===== config.mk =====
export PLATFORM = sky130hd
export DESIGN_NAME = lzw_gmii_payload_extract
export DESIGN_NICKNAME = d
export VERILOG_FILES = /design/src/rtl/lzw_pkg.sv /design/src/rtl/lzw_byte_delay_line.sv /design/src/rtl/lzw_gmii_payload_extract.sv
export SDC_FILE = /design/constraint.sdc
export NUM_CORES = 1
export LEC_CHECK = 0
export CORE_ASPECT_RATIO = 1.75
export CORE_MARGIN = 2
export CORE_UTILIZATION = 54
export CTS_CLUSTER_DIAMETER = 40
export CTS_CLUSTER_SIZE = 10
export DETAILED_ROUTE_END_ITERATION = 6
export MAX_ROUTING_LAYER = met4
export PLACE_DENSITY = 0.8
export SLEW_MARGIN = 10
export SYNTH_ARGS = -nofsm -noshare
export SYNTH_HDL_FRONTEND = slang
export SYNTH_SLANG_ARGS = --single-unit

===== constraint.sdc =====
create_clock -name I_sys_clk -period 2.95 [get_ports I_sys_clk]
set_input_delay 0.295 -clock I_sys_clk [delete_from_list [all_inputs] [get_ports I_sys_clk]]
set_output_delay 0.295 -clock I_sys_clk [all_outputs]
set_load 0.1 [all_outputs]

===== src/rtl/lzw_pkg.sv =====
// -----------------------------------------------------------------------------
// lzw_pkg
//   Shared types and constants for the GMII payload extractor that feeds
//   lzw_forward_compress.
//   Contents: parser FSM state enum, preamble and SFD byte values.
// -----------------------------------------------------------------------------
package lzw_pkg;

  localparam logic [7:0] C_PRE_BYTE = 8'h55;
  localparam logic [7:0] C_SFD_BYTE = 8'hD5;

  typedef enum logic [2:0] {
    S_IDLE = 3'd0,
    S_PRE  = 3'd1,
    S_HDR  = 3'd2,
    S_PAY  = 3'd3,
    S_DROP = 3'd4
  } state_t;

endpackage


===== src/rtl/lzw_byte_delay_line.sv =====
// -----------------------------------------------------------------------------
// lzw_byte_delay_line
//   Byte shift register that withholds the trailing FCS bytes of a frame.
//   A byte only leaves once P_DEPTH newer bytes have arrived behind it, so
//   whatever is still inside when the frame ends is the FCS and is flushed.
// Ports
//   i_clk    in   clock
//   i_rst    in   synchronous reset, active-high (empties the line)
//   i_shift  in   push i_data in; o_data is the oldest byte before the push
//   i_flush  in   discard contents (fill count to zero); wins over i_shift
//   i_data   in   byte to push
//   o_data   out  oldest byte held (meaningful when o_full)
//   o_full   out  line holds P_DEPTH bytes
// -----------------------------------------------------------------------------
module lzw_byte_delay_line #(
  parameter int P_DEPTH = 4
) (
  input  logic       i_clk,
  input  logic       i_rst,
  input  logic       i_shift,
  input  logic       i_flush,
  input  logic [7:0] i_data,
  output logic [7:0] o_data,
  output logic       o_full
);

  localparam int W_FILL = $clog2(P_DEPTH + 1);

  logic [7:0]        r_mem [P_DEPTH];
  logic [W_FILL-1:0] r_fill;

  always_ff @(posedge i_clk) begin
    if (i_rst) begin
      r_fill <= '0;
      for (int i = 0; i < P_DEPTH; i++) r_mem[i] <= '0;
    end else begin
      if (i_flush) begin
        r_fill <= '0;
      end else if (i_shift && (r_fill != W_FILL'(P_DEPTH))) begin
        r_fill <= r_fill + 1'b1;
      end
      // Contents are not cleared on flush; the fill count alone decides
      // when stale bytes could ever reach o_data, and it never does.
      if (i_shift && !i_flush) begin
        r_mem[0] <= i_data;
        for (int i = 1; i < P_DEPTH; i++) r_mem[i] <= r_mem[i-1];
      end
    end
  end

  assign o_data = r_mem[P_DEPTH-1];
  assign o_full = (r_fill == W_FILL'(P_DEPTH));

endmodule


===== src/rtl/lzw_gmii_payload_extract.sv =====
// -----------------------------------------------------------------------------
// lzw_gmii_payload_extract
//   Parses a raw GMII rx byte stream, strips preamble/SFD, the DA+SA header
//   and the trailing FCS, and forwards only payload bytes to the compressor.
//   Also reports per-frame length and running frame/payload/error counts.
//
//   state  | meaning
//   -------+---------------------------------------------------------------
//   IDLE   | waiting for a dv rising edge
//   PRE    | counting 0x55 preamble bytes, looking for SFD
//   HDR    | dropping DA+SA header bytes
//   PAY    | payload through the FCS withhold line
//   DROP   | malformed frame, ignore until dv falls
//
// Ports
//   I_sys_clk      in   system clock
//   I_sys_rst      in   synchronous reset, active-high
//   I_state_clr    in   pulse: clear the three statistics counters
//   I_gmii_data    in   GMII rx byte
//   I_gmii_dv      in   GMII data valid
//   O_tx_data      out  payload byte to compressor
//   O_tx_data_en   out  payload byte valid
//   O_frame_done   out  1-cycle pulse after each accepted frame
//   O_frame_len    out  payload byte count, valid with O_frame_done
//   O_frame_cnt    out  accepted frames
//   O_payload_cnt  out  payload bytes emitted
//   O_err_cnt      out  aborted/malformed frames
// -----------------------------------------------------------------------------
module lzw_gmii_payload_extract
  import lzw_pkg::*;
#(
  parameter int C_HDR_BYTES = 12,
  parameter int C_MIN_PRE   = 1,
  parameter int C_MAX_PRE   = 7,
  parameter int C_FCS_BYTES = 4,
  parameter int C_LEN_W     = 16
) (
  input  logic               I_sys_clk,
  input  logic               I_sys_rst,
  input  logic               I_state_clr,
  input  logic [7:0]         I_gmii_data,
  input  logic               I_gmii_dv,
  output logic [7:0]         O_tx_data,
  output logic               O_tx_data_en,
  output logic               O_frame_done,
  output logic [C_LEN_W-1:0] O_frame_len,
  output logic [31:0]        O_frame_cnt,
  output logic [31:0]        O_payload_cnt,
  output logic [15:0]        O_err_cnt
);

  localparam int W_PRE = $clog2(C_MAX_PRE + 1);
  localparam int W_HDR = (C_HDR_BYTES > 1) ? $clog2(C_HDR_BYTES) : 1;

  state_t             r_state, w_state_nxt;
  logic [W_PRE-1:0]   r_pre_cnt, w_pre_nxt;
  logic [W_HDR-1:0]   r_hdr_cnt, w_hdr_nxt;
  logic               r_dv_d;
  logic               r_armed;
  logic               w_rise;
  logic               w_shift;
  logic               w_emit;
  logic               w_err_inc;
  logic               w_end_ok;
  logic               w_end_runt;
  logic               w_dl_full;
  logic [7:0]         w_dl_data;
  logic [C_LEN_W-1:0] r_emit_cnt;

  logic [7:0]         r_tx_data;
  logic               r_tx_en;
  logic               r_done;
  logic [C_LEN_W-1:0] r_frame_len;
  logic [31:0]        r_frame_cnt;
  logic [31:0]        r_payload_cnt;
  logic [15:0]        r_err_cnt;

  // r_armed stays low until dv has been seen low once after reset, so a
  // frame already in flight when reset releases is never mistaken for a
  // new rising edge.
  assign w_rise  = I_gmii_dv && !r_dv_d && r_armed;
  assign w_shift = (r_state == S_PAY) && I_gmii_dv;
  assign w_emit  = w_shift && w_dl_full;

  lzw_byte_delay_line #(
    .P_DEPTH (C_FCS_BYTES)
  ) u_fcs_line (
    .i_clk   (I_sys_clk),
    .i_rst   (I_sys_rst),
    .i_shift (w_shift),
    .i_flush (!w_shift),
    .i_data  (I_gmii_data),
    .o_data  (w_dl_data),
    .o_full  (w_dl_full)
  );

  always_ff @(posedge I_sys_clk) begin
    if (I_sys_rst) r_state <= S_IDLE;
    else           r_state <= w_state_nxt;
  end

  always_comb begin
    w_state_nxt = r_state;
    w_pre_nxt   = r_pre_cnt;
    w_hdr_nxt   = r_hdr_cnt;
    w_err_inc   = 1'b0;
    w_end_ok    = 1'b0;
    w_end_runt  = 1'b0;
    case (r_state)
      S_IDLE: begin
        if (w_rise) begin
          if (I_gmii_data == C_PRE_BYTE) begin
            w_state_nxt = S_PRE;
            w_pre_nxt   = W_PRE'(1);
          end else begin
            w_state_nxt = S_DROP;
            w_err_inc   = 1'b1;
          end
        end
      end
      S_PRE: begin
        if (!I_gmii_dv) begin
          w_state_nxt = S_IDLE;
          w_err_inc   = 1'b1;
        end else if (I_gmii_data == C_PRE_BYTE) begin
          // One more 0x55 would exceed the allowed preamble length.
          if (r_pre_cnt == W_PRE'(C_MAX_PRE)) begin
            w_state_nxt = S_DROP;
            w_err_inc   = 1'b1;
          end else begin
            w_pre_nxt = r_pre_cnt + 1'b1;
          end
        end else if ((I_gmii_data == C_SFD_BYTE) && (r_pre_cnt >= W_PRE'(C_MIN_PRE))) begin
          w_state_nxt = S_HDR;
          w_hdr_nxt   = '0;
        end else begin
          w_state_nxt = S_DROP;
          w_err_inc   = 1'b1;
        end
      end
      S_HDR: begin
        if (!I_gmii_dv) begin
          w_state_nxt = S_IDLE;
          w_err_inc   = 1'b1;
        end else if (r_hdr_cnt == W_HDR'(C_HDR_BYTES - 1)) begin
          w_state_nxt = S_PAY;
        end else begin
          w_hdr_nxt = r_hdr_cnt + 1'b1;
        end
      end
      S_PAY: begin
        if (!I_gmii_dv) begin
          w_state_nxt = S_IDLE;
          if (r_emit_cnt != '0) begin
            w_end_ok = 1'b1;
          end else begin
            w_end_runt = 1'b1;
            w_err_inc  = 1'b1;
          end
        end
      end
      S_DROP: begin
        if (!I_gmii_dv) w_state_nxt = S_IDLE;
      end
      default: w_state_nxt = S_IDLE;
    endcase
  end

  always_ff @(posedge I_sys_clk) begin
    if (I_sys_rst) begin
      r_pre_cnt     <= '0;
      r_hdr_cnt     <= '0;
      r_dv_d        <= 1'b0;
      r_armed       <= 1'b0;
      r_emit_cnt    <= '0;
      r_tx_data     <= '0;
      r_tx_en       <= 1'b0;
      r_done        <= 1'b0;
      r_frame_len   <= '0;
      r_frame_cnt   <= '0;
      r_payload_cnt <= '0;
      r_err_cnt     <= '0;
    end else begin
      r_pre_cnt <= w_pre_nxt;
      r_hdr_cnt <= w_hdr_nxt;
      r_dv_d    <= I_gmii_dv;
      if (!I_gmii_dv) r_armed <= 1'b1;

      r_tx_en <= w_emit;
      if (w_emit) r_tx_data <= w_dl_data;

      if (r_state != S_PAY) begin
        r_emit_cnt <= '0;
      end else if (w_emit && (r_emit_cnt != '1)) begin
        r_emit_cnt <= r_emit_cnt + 1'b1;
      end

      r_done <= w_end_ok;
      if (w_end_ok || w_end_runt) r_frame_len <= r_emit_cnt;

      // Clear has priority; an increment landing on the same edge is lost.
      if (I_state_clr) begin
        r_frame_cnt   <= '0;
        r_payload_cnt <= '0;
        r_err_cnt     <= '0;
      end else begin
        if (w_end_ok)  r_frame_cnt   <= r_frame_cnt + 1'b1;
        if (w_emit)    r_payload_cnt <= r_payload_cnt + 1'b1;
        if (w_err_inc) r_err_cnt     <= r_err_cnt + 1'b1;
      end
    end
  end

  assign O_tx_data     = r_tx_data;
  assign O_tx_data_en  = r_tx_en;
  assign O_frame_done  = r_done;
  assign O_frame_len   = r_frame_len;
  assign O_frame_cnt   = r_frame_cnt;
  assign O_payload_cnt = r_payload_cnt;
  assign O_err_cnt     = r_err_cnt;

endmodule


## Word level (Yosys, flattened, before mapping)

Memories as Yosys holds them, arrays and structs flattened. A register that Yosys moved wholly into a read port is not among the register bits.
Index checks and enable logic that the tools add are counted.

| word-level totals | value |
|---|---|
| memories | 1 |
| register bits after elaboration | 129 |
| word-level logic and storage cells | 116 |
| bits in writable memories | 32 |

Memories:

| memory | words | bits a word | read ports | clocked after Yosys merged registers in | wr ports | RTL line | source |
|---|---|---|---|---|---|---|---|
| u_fcs_line.r_mem | 4 | 8 | 4 | 1 | 4 | lzw_byte_delay_line.sv:29 | `logic [7:0] r_mem [P_DEPTH];` |

| operators by class | value |
|---|---|
| $add $sub $neg | 7 |
| bitwise logic cells | 5 |
| $lt $le $gt $ge | 1 |
| equal/unequal tests | 24 |
| reductions and logical operators | 20 |
| multiplexer cells | 45 |

Operators with widths:

| cell | count |
|---|---|
| 32-bit by 1-bit adder with 32-bit output (second input constant) | 2 |
| 3-bit two-way mux | 14 |
| 16-bit by 1-bit adder with 16-bit output (second input constant) | 2 |
| 8-bit two-way mux | 4 |
| 4-bit two-way mux | 5 |
| 2-bit != test (second input constant) | 10 |
| 1-bit two-way mux | 18 |
| 16-bit != test (second input constant) | 1 |
| 16-bit nonzero test | 1 |
| 3-bit one-hot mux with 4 select lines | 1 |
| 6-bit AND reduction | 2 |
| 3-bit == test (second input constant) | 3 |
| 8-bit by 7-bit == test with 1-bit output (second input constant) | 1 |
| 8-bit == test (second input constant) | 1 |
| 4-bit one-hot mux with 2 select lines | 1 |
| 2-bit OR reduction | 4 |
| 1-bit logical AND | 7 |
| 3-bit by 1-bit adder with 3-bit output (second input constant) | 2 |
| 3-bit by 2-bit == test with 1-bit output (second input constant) | 2 |
| 3-bit != test (second input constant) | 2 |
| 3-bit one-hot mux with 2 select lines | 1 |
| 4-bit by 1-bit adder with 4-bit output (second input constant) | 1 |
| 4-bit == test (second input constant) | 1 |
| 4-bit != test (second input constant) | 1 |
| other kinds (11) | 15 |

## Longest topological paths before layout

| depth | value |
|---|---|
| depth after elaboration | 6 |
| mapped depth | 10 |
| depth with buffers taken out | 7 |

## By module

From an unflattened synthesis, not the netlist that was laid out.

| second synthesis, totals | value |
|---|---|
| cells, all modules | 800 |
| area total of the unflattened synthesis | 7494.7 um^2 |

By module, submodules not included:

| module | area an instance (um^2) | cells each | times used | seq. area each (um^2) |
|---|---|---|---|---|
| lzw_gmii_payload_extract | 6032.0 | 704 | 1 | 2682.6 |
| lzw_byte_delay_line | 1462.7 | 96 | 1 | 1021.0 |

## Least setup slack after synthesis

Ideal clock, no wire load.

| path | value |
|---|---|
| path kind | register to register |
| start point | reg r_frame_cnt[3] (netlist: O_frame_cnt[3]) |
| end point | reg r_frame_cnt[28] (netlist: O_frame_cnt[28]) |
| buffers on the path | 2 |
| path slack | 0.092 ns |
| period minus slack after synthesis | 2.858 ns |
| stages on the path, launching flop included | 8 |
| data arrival time | 2.786 ns |
| path through | dfxtp_1 > and4_1 > nand3_1 > or4_1 > clkbuf_1 > buf_2 > nor4_2 > mux2i_1 |

| between the ends | value |
|---|---|
| longest elaborated chain between the ends | 1 |

RTL lines:

| what | RTL line | source |
|---|---|---|
| from (decl) | lzw_gmii_payload_extract.sv:74 | `logic [31:0] r_frame_cnt;` |
| from (signal assigned) | lzw_gmii_payload_extract.sv:207 | `if (w_end_ok) r_frame_cnt <= r_frame_cnt + 1'b1;` |
| 32-bit by 1-bit adder with 32-bit output | lzw_gmii_payload_extract.sv:207 |  |

No other way between the ends.
A chain may end at the register's enable or synchronous reset.

## Worst setup path after layout

| path | value |
|---|---|
| start point | reg r_emit_cnt[0] |
| end point | reg r_frame_cnt[26] (netlist: O_frame_cnt[26]) |

| between the ends | value |
|---|---|
| longest elaborated chain between the ends | 4 |

RTL lines:

| what | RTL line | source |
|---|---|---|
| from (decl) | lzw_gmii_payload_extract.sv:68 | `logic [C_LEN_W-1:0] r_emit_cnt;` |
| from (signal assigned) | lzw_gmii_payload_extract.sv:195 | `r_emit_cnt <= r_emit_cnt + 1'b1;` |
| 16-bit nonzero test | lzw_gmii_payload_extract.sv:154 | `if (r_emit_cnt != '0) begin` |
| 1-bit two-way mux | lzw_gmii_payload_extract.sv:154 |  |
| 1-bit two-way mux | lzw_gmii_payload_extract.sv:152 | `if (!I_gmii_dv) begin` |
| 1-bit two-way mux | lzw_gmii_payload_extract.sv:109 | `case (r_state)` |

No other way between the ends.

==> run summary <==
Run status
• completed — status

STA
• 1.07 ns — transition time at the pin with the least slew margin
• no — setup repair after global routing missed its margin
• 0.354 ns — PnR worst setup slack
• 0 — number of endpoints failing setup at the final stage
• 0 — max-slew violation count
• 0.385 GHz — upper clock frequency limit
• 2.60 ns — Min Clock Period, post-route
• 0 — hold violation count in the final report
• 0.880 — part of the cycle the worst path needs
• 0.0121 ns — Layout Skew
• 0.372 ns — post-route worst hold slack
• 0.284 — Slew HR
• 0 ns — Post-Route Setup TNS

Clock network
• sky130_fd_sc_hd__clkbuf_16 — cell at the root of the clock tree
• yes — CTS tree
• 0.07 ns — clock input transition at the sequential cells of the worst setup and hold paths
• 169 — Clock Sinks
• 0 — quantity of hold-fixing buffers added after cts
• 0 — Post CTS Setup Buffer Count
• 17 — total CTS buffers
• 2 — CTS max path bufs
• 0.43 ns — latest clock arrival within the worst-skew pair
• 4 — deepest level of the CTS H-tree
• 0 — post-cts repair resize count

Cells and area
• 21.4% — layout overhead on the synthesized area
• 1003 — Final #Nets
• 0.00377 sq mm — multi-input logic area
• 0 — Antenna Cells
• 0.00370 sq mm — FF+latch area
• 0.175 — share of post-route cells with drive strength above 1
• 1202 — final-layout fill cell count

Yosys
• 59 — count of different cell masters after synthesis
• sky130_fd_sc_hd__dfxtp_1 — most common cell in the netlist
• 0.352 — Yosys top cell area share
• 0 — total of warnings raised by yosys
• sky130_fd_sc_hd__dfxtp_1, sky130_fd_sc_hd__nand2_1, sky130_fd_sc_hd__nor2_1 — most numerous cell types in the synthesized netlist
• 0 — async set-reset flop share out of synthesis
• 32 — count of flip-flops with a built-in enable after synthesis
• 8.88 sq um — post-synthesis average cell area
• 0.476 — sequential area share after synthesis
• sky130_fd_sc_hd__dfxtp_1 — Yosys top cell by area
• sky130_fd_sc_hd__dfxtp_1 — most common flop cell mapped by yosys
• 877 — Gate Count Post-Synth
• 169 — flop and latch count out of synthesis
• sky130_fd_sc_hd__dfxtp_1, sky130_fd_sc_hd__edfxtp_1, sky130_fd_sc_hd__nand2_1 — most area-consuming cells after synthesis
• 900 — number of nets in the synthesized netlist
• 0.00778 sq mm — netlist area before placement

Placed design
• 0.891 — Final Wtd Congestion
• 0.338 ns — setup slack after placement
• 12800 um — Post-DP HPWL
• 117 — number of buffer cells added on primary ports

Critical path
• register to register — kind of critical path
• simple AND/OR/NAND/NOR gates — Top delay family on crit path
• 16 — Max Fanout on Critical Path
• register — kind of launch point of the worst setup path
• register — Worst Setup End Kind
• inv_1, ha_1, nor4b_1, and4_1, or4_1, or4_1, a21oi_1 — list of cells traversed by the critical path
• 0.73 ns — maximum cell stage delay along the critical path
• 3.30 ns — worst path required time
• sky130_fd_sc_hd__or4_1 — dominant cell type by count on the critical path
• sky130_fd_sc_hd__or4_1 — crit path max-delay cell type
• 1 — number of buffers and inverters on the critical path
• 2.95 ns — Crit path arrival time

Route
• 6888 — number of vias after detailed routing
• 18500 um — final routed wirelength across all metal layers
• 0 — DRC Markers
• 0 — Post-DRT Antenna Nets
• 299 — iteration-0 DRC count of the detailed router
• 15.8 um — wire length per cell
• 5.87 — number of vias per cell
• 5 — 1st-pass router iterations

Global routing
• 51 — pin count of the biggest net entering global routing
• 0 — antenna violations before repair
• 0.246 — overall global routing resource usage
• 0 — total gr overflow
• 29500 um — first-pass GRT wire length
• 6369 — via count of the first global-routing pass

Power
• 3.42 nW — P_leak
• 519 mW/mm^2 — PwrDens
• 4.90 mW — sum of internal, switching and leakage power
• 386 uV — worst vdd ir

Floorplan
• 163 um — Vert. Die Dim
• 0.0154 sq mm — area of the die
• 0.547 — starting density of the core
• 0.0142 sq mm — core footprint
• 58 — Placement Rows
• 94.8 um — die width
• 118 — Top-Level Pins

Worst hold path
• input pin to register — hold crit path type

Job
• 0 — total of max-cap violations

layer usage:
layer  part of all wire  GRT usage  wire [um]  up-vias
met4              0.028      0.109        515        0
met1               0.40      0.272       7440     3311
met2               0.53      0.425       9780      166
li1                   -          -          -     3373
met3              0.040     0.0453        743       38
met5                  0          -          0        -
placed cells by master (no fill, tap or decap), types with 32 or more instances in the layout:
| master | instances |
|---|---|
| sky130_fd_sc_hd__nand3_1 | 34 |
| sky130_fd_sc_hd__edfxtp_1 | 32 |
| sky130_fd_sc_hd__a21oi_1 | 64 |
| sky130_fd_sc_hd__and3_1 | 46 |
| sky130_fd_sc_hd__or3_1 | 37 |
| sky130_fd_sc_hd__nand2_1 | 113 |
| sky130_fd_sc_hd__nor2_1 | 68 |
| sky130_fd_sc_hd__dfxtp_1 | 137 |
| sky130_fd_sc_hd__xnor2_1 | 32 |
| sky130_fd_sc_hd__buf_4 | 128 |
stage by stage:
step / instances / cell area, sq um / util
floorplan: 877 / 7780 / -
global placement: 1141 / 8860 / 0.623
detailed placement: 1141 / 8860 / 0.623
CTS: 1173 / 9450 / 0.664
global route: 1173 / 9450 / 0.664
finish: 1173 / 9450 / 0.664
path summary, 6_finish.rpt:
check | depth (start not counted) | to | startpoint | slack [ns]
max | 7 | O_frame_cnt[26]$_SDFFE_PP0P_ | r_emit_cnt[0]$_SDFFE_PP0P_ | 0.35
min | 2 | r_dv_d$_SDFF_PP0_ | I_sys_rst | 0.37
max reg2reg | 7 | O_frame_cnt[26]$_SDFFE_PP0P_ | r_emit_cnt[0]$_SDFFE_PP0P_ | 0.35
min reg2reg | 2 | O_frame_len[11]$_SDFFE_PP0P_ | O_frame_len[11]$_SDFFE_PP0P_ | 0.46
sequential cells by signal (all words and copies together), names as in the netlist, 3 cells and up:
| signal | flops |
|---|---|
| r_pre_cnt | 3 |
| O_tx_data | 8 |
| O_frame_cnt | 32 |
| u_fcs_line.r_fill | 3 |
| r_hdr_cnt | 4 |
| O_payload_cnt | 32 |
| r_state | 3 |
| r_emit_cnt | 16 |
| O_err_cnt | 16 |
| u_fcs_line.r_mem | 32 |
| O_frame_len | 16 |
report_power, final:
| part | switching, mW | internal (mW) |
|---|---|---|
| combinational | 0.167 | 0.0937 |
| sequential | 0.0188 | 2.37 |
| clock | 0.985 | 1.26 |
| total | 1.17 | 3.73 |
worst reg2reg max path, cell delays in order (launching register included):
cell and delay [ns]:
sky130_fd_sc_hd__dfxtp_1 0.42, sky130_fd_sc_hd__inv_1 0.08, sky130_fd_sc_hd__ha_1 0.20, sky130_fd_sc_hd__nor4b_1 0.13, sky130_fd_sc_hd__and4_1 0.22, sky130_fd_sc_hd__or4_1 0.73
sky130_fd_sc_hd__or4_1 0.59, sky130_fd_sc_hd__a21oi_1 0.15
cell type report:
cell class	count	share of cell area
flip-flops and latches	169	0.392
inverters	19	0.00755
well taps	180	0.0238
clock buffers	17	0.0450
repair buffers	140	0.115
clock inverters	15	0.0175
multi-input cells	633	0.399
cells by family after synthesis:
group	Yosys count	synth area share
and+or+nand+nor	421	0.287
DFF	169	0.476
AOI/OAI and AO/OA	139	0.107
buffers and inverters	75	0.0397
xor gates and xnor gates	43	0.0484
muxes	19	0.0246
adders and majority gates	11	0.0177
No activity file was read; power rests on OpenSTA's default activity.
